## config.mk

```make
export PLATFORM = sky130hd
export DESIGN_NAME = uart_boot_ctrl
export DESIGN_NICKNAME = d
export VERILOG_FILES = /design/src/rtl/uart_boot_ctrl.sv
export SDC_FILE = /design/constraint.sdc
export NUM_CORES = 1
export LEC_CHECK = 0
export CORE_AREA = 2 2 145 147
export CTS_CLUSTER_DIAMETER = 80
export DETAILED_ROUTE_END_ITERATION = 16
export DIE_AREA = 0 0 147 149
export GPL_TIMING_DRIVEN = 1
export SLEW_MARGIN = 20
export SYNTH_ARGS = -nofsm -noshare
export SYNTH_HDL_FRONTEND = slang
export SYNTH_SLANG_ARGS = --single-unit
```

## constraint.sdc

```tcl
create_clock -name clk -period 2.3 [get_ports clk]
set_input_delay 0.46 -clock clk [delete_from_list [all_inputs] [get_ports clk]]
set_output_delay 0.46 -clock clk [all_outputs]
set_load 0.005 [all_outputs]
```

## src/rtl/uart_boot_ctrl.sv

```systemverilog
// uart_boot_ctrl
//   Boot/debug controller. Parses framed commands from the UART receiver,
//   streams program words into instruction memory, and holds or releases
//   the core reset.
//
//   Frame: A5 <cmd> ...
//     01 LOAD : addr_lo addr_hi cnt_lo cnt_hi, 4*cnt data bytes (LE words), csum
//     02 RUN  : release core reset
//     03 HALT : hold core reset
//   Every frame ends with a single response byte: 'K' (0x4B) ok, 'E' (0x45) error.
//
// Ports
//   clk, reset            : clock, synchronous active-high reset
//   rx_data, rx_valid     : received byte + one-cycle strobe
//   tx_data, tx_valid,
//   tx_ready              : response byte, held until accepted
//   mem_we, mem_addr,
//   mem_wdata, mem_ready  : imem write request, held until accepted
//   cpu_reset             : core reset (1 = held)
//   busy                  : controller is inside a frame or response
module uart_boot_ctrl #(
    parameter int ADDR_W         = 12,
    parameter int TIMEOUT_CYCLES = 100000
) (
    input  logic              clk,
    input  logic              reset,
    input  logic [7:0]        rx_data,
    input  logic              rx_valid,
    output logic [7:0]        tx_data,
    output logic              tx_valid,
    input  logic              tx_ready,
    output logic              mem_we,
    output logic [ADDR_W-1:0] mem_addr,
    output logic [31:0]       mem_wdata,
    input  logic              mem_ready,
    output logic              cpu_reset,
    output logic              busy
);

    localparam int TW = $clog2(TIMEOUT_CYCLES + 1);

    localparam logic [7:0] SYNC    = 8'hA5;
    localparam logic [7:0] C_LOAD  = 8'h01;
    localparam logic [7:0] C_RUN   = 8'h02;
    localparam logic [7:0] C_HALT  = 8'h03;
    localparam logic [7:0] RSP_OK  = 8'h4B;
    localparam logic [7:0] RSP_ERR = 8'h45;

    typedef enum logic [3:0] {
        IDLE, CMD, ADDR0, ADDR1, LEN0, LEN1, DATA, WRITE, CSUM, RESP
    } state_t;

    state_t         state;
    logic [7:0]     addr_lo;
    logic [7:0]     cnt_lo;
    logic [7:0]     csum;
    logic [15:0]    cnt;        // words still to be written
    logic [1:0]     byte_idx;   // byte lane of the word being assembled
    logic [TW-1:0]  tmo_cnt;    // idle clocks since the last received byte

    logic           timed;
    logic           tmo_hit;
    logic [15:0]    addr_full;
    logic [15:0]    cnt_full;

    always_comb begin
        // WRITE is excluded: the host must wait for the memory, not the other way round
        timed     = state inside {CMD, ADDR0, ADDR1, LEN0, LEN1, DATA, CSUM};
        tmo_hit   = timed && !rx_valid && (tmo_cnt == TW'(TIMEOUT_CYCLES - 1));
        addr_full = {rx_data, addr_lo};
        cnt_full  = {rx_data, cnt_lo};
    end

    assign busy = (state != IDLE);

    always_ff @(posedge clk) begin
        if (reset) begin
            state     <= IDLE;
            tx_data   <= 8'h00;
            tx_valid  <= 1'b0;
            mem_we    <= 1'b0;
            mem_addr  <= '0;
            mem_wdata <= 32'h0;
            cpu_reset <= 1'b1;
            addr_lo   <= 8'h00;
            cnt_lo    <= 8'h00;
            csum      <= 8'h00;
            cnt       <= 16'h0;
            byte_idx  <= 2'd0;
            tmo_cnt   <= '0;
        end else begin
            // Outside the timed states the counter sits at zero, so entry to
            // CMD always starts a fresh window.
            tmo_cnt <= (timed && !rx_valid) ? tmo_cnt + TW'(1) : '0;

            if (tmo_hit) begin
                state    <= RESP;
                tx_data  <= RSP_ERR;
                tx_valid <= 1'b1;
            end else begin
                case (state)
                    IDLE: if (rx_valid && rx_data == SYNC) state <= CMD;

                    CMD: if (rx_valid) begin
                        case (rx_data)
                            C_LOAD: begin
                                cpu_reset <= 1'b1;
                                csum      <= 8'h00;
                                byte_idx  <= 2'd0;
                                state     <= ADDR0;
                            end
                            C_RUN, C_HALT: begin
                                cpu_reset <= (rx_data == C_HALT);
                                tx_data   <= RSP_OK;
                                tx_valid  <= 1'b1;
                                state     <= RESP;
                            end
                            default: begin
                                tx_data  <= RSP_ERR;
                                tx_valid <= 1'b1;
                                state    <= RESP;
                            end
                        endcase
                    end

                    ADDR0: if (rx_valid) begin
                        addr_lo <= rx_data;
                        state   <= ADDR1;
                    end

                    ADDR1: if (rx_valid) begin
                        mem_addr <= addr_full[ADDR_W-1:0];
                        state    <= LEN0;
                    end

                    LEN0: if (rx_valid) begin
                        cnt_lo <= rx_data;
                        state  <= LEN1;
                    end

                    LEN1: if (rx_valid) begin
                        cnt   <= cnt_full;
                        state <= (cnt_full == 16'h0) ? CSUM : DATA;
                    end

                    DATA: if (rx_valid) begin
                        mem_wdata[{byte_idx, 3'b000} +: 8] <= rx_data;
                        csum     <= csum ^ rx_data;
                        byte_idx <= byte_idx + 2'd1;
                        if (byte_idx == 2'd3) begin
                            mem_we <= 1'b1;
                            state  <= WRITE;
                        end
                    end

                    WRITE: begin
                        if (rx_valid) begin
                            // Host overran the memory; a write accepted this same
                            // cycle has landed, but the frame is dead anyway.
                            mem_we   <= 1'b0;
                            tx_data  <= RSP_ERR;
                            tx_valid <= 1'b1;
                            state    <= RESP;
                        end else if (mem_ready) begin
                            mem_we   <= 1'b0;
                            mem_addr <= mem_addr + ADDR_W'(1);
                            cnt      <= cnt - 16'd1;
                            state    <= (cnt == 16'd1) ? CSUM : DATA;
                        end
                    end

                    CSUM: if (rx_valid) begin
                        tx_data  <= (rx_data == csum) ? RSP_OK : RSP_ERR;
                        tx_valid <= 1'b1;
                        state    <= RESP;
                    end

                    RESP: if (tx_ready) begin
                        tx_valid <= 1'b0;
                        state    <= IDLE;
                    end

                    default: state <= IDLE;
                endcase
            end
        end
    end

endmodule

```

# ---- Word level (Yosys, flattened, before mapping)
# Cells that the tools add are included.
dict set report word_totals {
  regBits 118
  input_bits 13
  output_inout_bits 56
  wordCells 158
}
dict set report op_classes {
  add_sub_neg 5
  eq_ne 47
  shift 2
  muxes 53
  n_bitwise 3
  n_reduce_logical 33
}
# operator n
set ops {}
lappend ops {{$mux 4} 17}
lappend ops {{$mux 16} 3}
lappend ops {{$mux 8} 6}
lappend ops {{$pmux 4 s10} 1}
lappend ops {{$mux 12} 3}
lappend ops {{$ne 3x3->1 const B} 12}
lappend ops {{$reduce_and 5->1} 7}
lappend ops {{$bwmux 32} 1}
lappend ops {{$pmux 16 s2} 1}
lappend ops {{$pmux 8 s2} 2}
lappend ops {{$shift 8x7->32 const A} 1}
lappend ops {{$shiftx 8x7->32} 1}
lappend ops {{$ne 2x2->1 const B} 13}
lappend ops {{$pmux 12 s2} 1}
lappend ops {{$pmux 8 s3} 1}
lappend ops {{$reduce_and 11->1} 2}
lappend ops {{$add 17x1->17 const B} 1}
lappend ops {{$eq 17x17->1 const B} 1}
lappend ops {{$eq 16x1->1 const B} 1}
lappend ops {{$eq 4x3->1 const B} 4}
lappend ops {{$eq 8x2->1 const B} 2}
lappend ops {{$logic_not 16->1} 1}
lappend ops {{$sub 16x1->16 const B} 1}
lappend ops {{$add 12x1->12 const B} 1}
lappend ops {{31 further kinds} 59}

# ---- Logic depth before layout (Yosys ltp)
# Gate-level depths: netlist of the first run.
dict set report depth {
  word_depth 6
  depth_mapped 9
  ltp_nobuf 8
}

# ---- Worst setup path before layout of the first run
# No wires, ideal clock.
dict set report synth_timing {
  kind {input-to-reg}
  from {input rx_valid}
  to {register state[0]}
  setup_time_ns 0.121
  arrival_ns 1.762
  required_ns 2.179
  path_slack_ns 0.417
  stages 6
  path_buffers 1
  cell_sequence {buf_2 > a2111oi_0 > o31ai_1 > o211a_1 > a21oi_2 > mux2_4}
}
dict set report synth_via {
  elab_chain_cells 5
  word_cells_on_any_way 19
  classes_between {eq/ne (11); mux (3); reduce/logical (5)}
}
# item line
set synth_rtl {}
lappend synth_rtl {{start: declaration} 28} ;# input logic rx_valid,
lappend synth_rtl {{$logic_not 1->1} 69} ;# tmo_hit = timed && !rx_valid && (tmo_cnt == TW'(TIMEOUT_CYCLES - 1));
lappend synth_rtl {{$logic_and 1x1->1 (2 in series)} 69}
lappend synth_rtl {{$ne 4x4->1 (no line), or another cell as far along} n/a}
lappend synth_rtl {{$reduce_and 11->1 (no line)} n/a}
lappend synth_rtl {{end signal: assignment} 143} ;# state <= (cnt_full == 16'h0) ? CSUM : DATA;
lappend synth_rtl {{end signal: assignment} 168} ;# state <= (cnt == 16'd1) ? CSUM : DATA;
lappend synth_rtl {{end: declaration} 53} ;# state_t state;
# Parallel ways exist; a longest one is shown, timed or not.
# A chain may end at the register's enable or synchronous reset.

# ---- Worst setup path after layout of the first run
dict set report layout_timing {
  from {register state[3]}
  to {output busy}
}
dict set report layout_via {
  elab_chain_cells 1
}
# item line
set layout_rtl {}
lappend layout_rtl {{$reduce_bool 4->1} 74} ;# assign busy = (state != IDLE);
lappend layout_rtl {{end: declaration} 37} ;# output logic busy
# No other way between the ends.

==> results.py, run 1 <==
metrics = {
    "drt": {
        "wl_per_cell_um": 14.4,
        "dr.pass1.iters": 5,
        "vias": 5462,
        "drt_iter0_markers": 384,
        "wl_um": 16000,
        "postRouteAntennaNets": 0,
        "drc_errors": 0,
        "via_per_inst": 4.93,
    },
    "timing": {
        "maxSlewViolCount": 0,
        "min_period_ns": 2.17,
        "fin_crit_sh_pct": 94.2,
        "hold_violations": 0,
        "layout_setup_ws_ns": 0.132,
        "max_freq_mhz": 461,
        "slew_headroom_pct": 61.9,
        "finalClockSkew_ns": 0.00985,
        "finalSetupTns_ns": 0,
        "holdWs_ns": 0.450,
        "tightest_slew_ns": 0.566,
        "rsz0062_at_grt": "no",
        "setup_viol": 0,
    },
    "placed_design": {
        "gp_congestion": 0.835,
        "place_worst_setup_slack_ns": -0.119,
        "port_buffers": 65,
        "dp_hpwl_um": 10800,
        "post_dp_cell_area_um2": 6970,
    },
    "worst_setup_path": {
        "path_max_fanout": 10,
        "reg2reg_from": "state[2]",
        "criticalPathCategory": "register to output port",
        "cp-startpoint": "state[3]",
        "start_kind": "register",
        "r2r_slack_ns": 0.28,
        "crit_family": "buffers and inverters",
        "crit_slowest_cell": "clkdlybuf4s50_1",
        "critPathArrivalTime_ns": 1.71,
        "path_buf_inv": 3,
        "crit_chain": "buf_4, inv_1, nand3_2, clkdlybuf4s50_1",
        "slowest_delay_ns": 0.51,
        "r2r-end": "state[3]",
        "crit_required_ns": 1.84,
        "reg2regPathDepth": 6,
        "crit_path_end_kind": "output port",
    },
    "final_layout": {
        "layout-drive-gt1-share_pct": 12.2,
        "n_antenna_cell": 0,
        "fin_nets": 844,
        "area_growth_syn_to_layout_pct": 30.9,
        "finalInstanceArea_um2": 7570,
    },
    "hold_path": {
        "min_from": "mem_wdata[31]",
        "hold_path_class": "register to register",
        "min_to": "mem_wdata[31]",
        "hold_depth": 2,
    },
    "pwr": {
        "powerDensity_nw_per_um2": 653,
        "cellLeakagePower_nw": 2.71,
        "vdd_ir_drop_max_uv": 531,
    },
    "global_route": {
        "grt_pass1_vias": 5155,
        "grt_busiest_layer": "met2",
        "grt_util_met2_pct": 22.8,
        "grt_max_degree": 98,
        "grt_use_met3_pct": 4.34,
        "grtUsageMet1_pct": 20.7,
        "grt_antenna_before_repair": 0,
        "grt_use_total_pct": 15.0,
        "grt_remaining_overflow": 0,
        "grt_pass1_wl_um": 26400,
    },
    "yosys": {
        "ys_seq_area_share_pct": 39.1,
        "syn_area_um2": 5780,
        "yosys_most_used_dff": "dfxtp_1",
        "synth_edf_count": 0,
        "syn_inst": 738,
        "ys_warn_count": 0,
        "ys_ff_latch": 113,
        "async_flop_share_pct": 0,
        "syn_avg_cell_area_um2": 7.83,
        "synthDistinctLibCells": 68,
    },
    "run": {
        "max-cap-violations": 0,
    },
    "outcome": {
        "outcome": "completed",
    },
    "clock_tree": {
        "path_clk_slew_ns": 0.06,
        "cts_buffers": 17,
        "post_cts.repair.setup_buffers": 0,
        "clock_latency_ns": 0.42,
        "cts_tree": "built",
        "clock_sinks": 113,
        "cts.htree.levels": 4,
        "cts_max_path_buffers": 2,
        "cts-root-buf": "clkbuf_16",
    },
    "floorplan": {
        "core_area_um2": 20600,
        "num_rows": 53,
        "die-area_um2": 21900,
        "start_util_pct": 28.1,
        "fp.dieH_um": 149,
        "ios": 69,
        "dieWidth_um": 147,
    },
}
timing repair:
item,in CTS,in global routing
hold endpoints to repair,0,0
hold buffers,0,0
gates resized for setup,3,3
endpoints found under the setup margin,1,1
synthesized netlist by cell type (5+ instances only):
master | instances | area share (%)
nand3_1 | 62 | 5.4
nor4_1 | 10 | 1.1
xnor2_1 | 7 | 1.1
or3_1 | 5 | 0.54
nand2b_1 | 7 | 0.76
xor2_1 | 17 | 2.6
and3_1 | 8 | 0.87
a31oi_1 | 9 | 0.97
a21oi_1 | 65 | 5.6
ha_1 | 10 | 2.2
dfxtp_1 | 113 | 39
clkbuf_1 | 34 | 2.2
nand2_1 | 90 | 5.8
o21ai_0 | 17 | 1.5
a22oi_1 | 18 | 2.3
buf_4 | 8 | 1.0
o31ai_1 | 9 | 1.2
nor3_1 | 20 | 1.7
mux2i_1 | 20 | 3.5
buf_2 | 14 | 1.2
nor2_1 | 98 | 6.4
inv_1 | 17 | 1.1
tightest hold or removal path: stages (launching register included):
cell	delay, ns
dfxtp_1	0.31
nand2_1	0.05
a21oi_1	0.05
cell families (layout without fill, tap and decap cells):
family / Yosys count / after routing / synth area share [%]
simple gates: 338 / 338 / 28.4
compound gates: 155 / 155 / 16.9
flops: 113 / 113 / 39.1
buf+inv: 75 / 168 / 5.69
xor+xnor: 24 / 24 / 3.64
mux: 22 / 22 / 3.98
fa+ha+maj: 10 / 10 / 2.16
other cells: 1 / 3 / 0.0649
through the flow:
stage | power [W] | util (%) | cells
2_1_floorplan | 0.00222 | - | 740
3_3_place_gp | 0.00238 | 33.9 | 1077
3_5_place_dp | 0.00238 | 33.9 | 1077
4_1_cts | 0.00500 | 36.8 | 1108
5_1_grt | 0.00511 | 36.8 | 1108
6_report | 0.00494 | 36.8 | 1108
sequential cells by signal, indices dropped and copies added (netlist names), 2 cells and up:
signal     cells
mem_wdata     32
tmo_cnt       17
addr_lo        8
mem_addr      12
byte_idx       2
cnt_lo         8
csum           8
tx_data        3
cnt           16
state          4
cells in the final DEF (no fill, tap or decap), types with 10 or more instances in the layout:
cell	synthesis	routed
mux2i_1	20	20
a22oi_1	18	18
dfxtp_1	113	109
buf_4	8	51
nand3_1	62	61
a21oi_1	65	65
o21ai_0	17	17
nand2_1	90	90
nor2_1	98	98
inv_1	17	17
nor3_1	20	20
clkbuf_16	0	17
clkdlybuf4s50_1	0	64
ha_1	10	10
nor4_1	10	10
xor2_1	17	17
power by group:
| part | switching (W) | internal, W |
|---|---|---|
| sequential | 0.0000190 | 0.00197 |
| clock | 0.00100 | 0.00160 |
| combinational | 0.000183 | 0.000161 |
area by class of cell:
type | count | area, um^2
Tap cell | 275 | 344
Multi-Input combinational cell | 552 | 3200
Inverter | 17 | 63.8
Clock inverter | 14 | 154
Sequential cell | 113 | 2270
Fill cell | 2171 | 13000
Timing Repair Buffer | 120 | 1110
Clock buffer | 17 | 425
worst max path at each step:
stage,end,slack [ns],cells past startpoint
2_1_floorplan,state[0],0.42,6
3_3_place_gp,state[0],-0.09,7
3_5_place_dp,state[0],-0.12,7
4_1_cts,busy,0.0002,4
5_1_grt,busy,0.06,4
6_report,busy,0.13,4
metal layers:
metal | vias up | routed length (um)
met5 | - | 0
met2 | 155 | 6800
li1 | 2762 | -
met3 | 15 | 1060
met1 | 2530 | 7950
met4 | 0 | 167
Power figures use the tool's default switching activity.
==> run 2, diff against run 1 <==
--- a/config.mk
+++ b/config.mk
@@ -5,10 +5,12 @@
 export SDC_FILE = /design/constraint.sdc
 export NUM_CORES = 1
 export LEC_CHECK = 0
-export CORE_AREA = 2 2 145 147
+export ABC_AREA = 1
+export CAP_MARGIN = 20
+export CORE_AREA = 2 2 147 149
 export CTS_CLUSTER_DIAMETER = 80
 export DETAILED_ROUTE_END_ITERATION = 16
-export DIE_AREA = 0 0 147 149
+export DIE_AREA = 0 0 149 151
 export GPL_TIMING_DRIVEN = 1
 export SLEW_MARGIN = 20
 export SYNTH_ARGS = -nofsm -noshare
==> constraint.sdc (replaced) <==
create_clock -name clk -period 2.7 [get_ports clk]
set_input_delay 0.54 -clock clk [delete_from_list [all_inputs] [get_ports clk]]
set_output_delay 0.54 -clock clk [all_outputs]
set_load 0.005 [all_outputs]
==> results.py, run 2 <==
metrics = {
    "clock_tree": {
        "path_clk_slew_ns": 0.05,
        "postCtsHoldBufs": 0,
        "clock_sinks": 113,
        "cts_buffers": 17,
        "post_cts.repair.setup_buffers": 0,
        "cts_tree": "built",
        "cts.htree.levels": 4,
        "cts_resized": 0,
        "cts_max_path_buffers": 2,
        "cts-root-buf": "clkbuf_16",
        "clock_latency_ns": 0.42,
    },
    "final_layout": {
        "largest_reg_flops": 32,
        "top_register": "mem_wdata",
        "top_regs": "mem_wdata x32, tmo_cnt x17, cnt x16",
        "fin_nets": 932,
        "n_antenna_cell": 0,
        "area_growth_syn_to_layout_pct": 25.8,
        "mostFrequentLayoutCells": "143 x nand2_1, 113 x dfxtp_1, 101 x nor2_1, 76 x inv_1, 69 x a21oi_1",
        "final_common_cell": "nand2_1",
        "post-route-util_pct": 36.2,
        "layout-drive-gt1-share_pct": 9.99,
    },
    "timing": {
        "min_period_ns": 2.23,
        "tightest_slew_ns": 0.532,
        "rsz0062_at_grt": "no",
        "maxSlewViolCount": 0,
        "setup_viol": 0,
        "finalClockSkew_ns": 0.00950,
        "fin_crit_sh_pct": 82.5,
        "hold_violations": 0,
        "slew_headroom_pct": 64.4,
        "max_freq_mhz": 449,
        "finalSetupTns_ns": 0,
    },
    "yosys": {
        "synth_area_leaders": "dfxtp_1 38%, nand2_1 9.0%, nor2_1 6.3%",
        "syn_inst": 847,
        "async_flop_share_pct": 0,
        "synthTopCellsByCount": "143 x nand2_1, 113 x dfxtp_1, 101 x nor2_1, 76 x inv_1, 69 x a21oi_1",
        "ys_seq_area_share_pct": 37.7,
        "synth_top_cell_by_area": "dfxtp_1",
        "syn_area_um2": 5990,
        "synth.most_common_cell": "nand2_1",
        "yosys_most_used_dff": "dfxtp_1",
        "syn_avg_cell_area_um2": 7.08,
        "synth_edf_count": 0,
        "ys_warn_count": 0,
        "synthDistinctLibCells": 45,
        "ys_ff_latch": 113,
        "synth_top_area_share_pct": 37.7,
    },
    "worst_setup_path": {
        "start_kind": "register",
        "crit_path_end_kind": "output port",
        "crit_chain": "nor2_1, nand2_1, clkdlybuf4s50_1",
        "slowest_delay_ns": 0.47,
        "crit_slowest_cell": "clkdlybuf4s50_1",
        "r2r_slack_ns": 0.78,
        "crit_family": "buffers and inverters",
        "reg2regPathDepth": 7,
        "reg2reg_from": "byte_idx[0]",
        "path_max_fanout": 5,
        "critPathArrivalTime_ns": 1.69,
        "r2r-end": "mem_wdata[16]",
        "path_buf_inv": 1,
        "crit_required_ns": 2.16,
        "criticalPathCategory": "register to output port",
    },
    "global_route": {
        "grt_pass1_wl_um": 26100,
        "grt_pass1_vias": 5221,
        "grt_max_degree": 32,
        "grt_util_met2_pct": 24.4,
        "grt_use_total_pct": 14.6,
        "grt_use_met3_pct": 3.70,
        "grt_antenna_before_repair": 0,
        "grt_remaining_overflow": 0,
        "grt_busiest_layer": "met2",
        "grtUsageMet1_pct": 18.6,
    },
    "drt": {
        "drc_errors": 0,
        "via_per_inst": 4.73,
        "dr.pass1.iters": 5,
        "drt_iter0_markers": 340,
        "vias": 5654,
        "wl_per_cell_um": 13.7,
        "postRouteAntennaNets": 0,
        "wl_um": 16400,
    },
    "hold_path": {
        "hold_path_class": "register to register",
        "min_from": "mem_we",
        "hold_depth": 2,
        "min_to": "mem_we",
    },
    "run": {
        "max-cap-violations": 0,
    },
    "placed_design": {
        "dp_hpwl_um": 11600,
        "gp_congestion": 0.871,
        "port_buffers": 65,
    },
    "floorplan": {
        "fp.dieH_um": 151,
        "dieWidth_um": 149,
        "ios": 69,
        "die-area_um2": 22500,
        "num_rows": 53,
        "core_area_um2": 20800,
        "start_util_pct": 28.8,
    },
    "outcome": {
        "outcome": "completed",
    },
    "pwr": {
        "vdd_ir_drop_max_uv": 544,
        "powerDensity_nw_per_um2": 647,
        "cellLeakagePower_nw": 3.09,
    },
}
-- run 2: metal layers --
layer	vias to the layer above	share of wire (%)
met5	-	0
met1	2574	48
met2	116	47
met3	18	4.1
li1	2946	-
met4	0	1.6
-- run 2: how the worst max path moves through the flow --
stage / slack, ns / cells after the start / to / startpoint
after floorplan: 0.67 / 6 / mem_wdata[1] / byte_idx[0]
after global routing: 0.36 / 3 / busy / state[2]
after global placement: 0.38 / 11 / csum[1] / rx_data[0]
final: 0.47 / 3 / busy / state[2]
after CTS: 0.44 / 3 / busy / state[3]
after detailed placement: 0.36 / 10 / csum[3] / rx_data[3]
-- run 2: metrics by stage --
stage                     std cells  hold slack, ns  total power, W  instance area, um^2  worst slack (ns)
after floorplan                 849           0.418         0.00234                 6000             0.667
after global placement         1165           0.433         0.00256                 6920             0.380
after global routing           1196           0.468         0.00509                 7540             0.355
after CTS                      1196           0.446         0.00491                 7540             0.440
after detailed placement       1165           0.439         0.00256                 6920             0.361
final                          1196           0.443         0.00488                 7540             0.472
-- run 2: cells by family after synthesis --
logic type | share of synthesized area [%]
buf+inv | 9.46
simple gates | 28.2
flops | 37.7
other cells | 0.0626
xor+xnor | 3.07
fa+ha+maj | 2.09
compound gates | 19.4
-- run 2: power breakdown --
group	switching (W)	internal [W]	total, W
logic	0.000493	0.000269	0.000762
registers	0.0000465	0.00172	0.00177
clock network	0.000785	0.00156	0.00235
total	0.00132	0.00355	0.00488
-- run 2: layout make-up --
| class | instances | area (um^2) |
|---|---|---|
| flip-flops and latches | 113 | 2260 |
| inverters | 90 | 340 |
| clock buffers | 22 | 494 |
| well taps | 275 | 344 |
| multi-input cells | 604 | 3170 |
| fillers | 2215 | 13300 |
| clock inverters | 9 | 129 |
| repair buffers | 83 | 798 |
-- run 2: worst register-to-register path, cell delays in order (launching register included) --
cell and delay (ns):
dfxtp_1 0.32, buf_4 0.18, inv_1 0.16, ha_1 0.59
nand2_1 0.20, nor3_1 0.20, o21ai_0 0.13, nor2_1 0.09
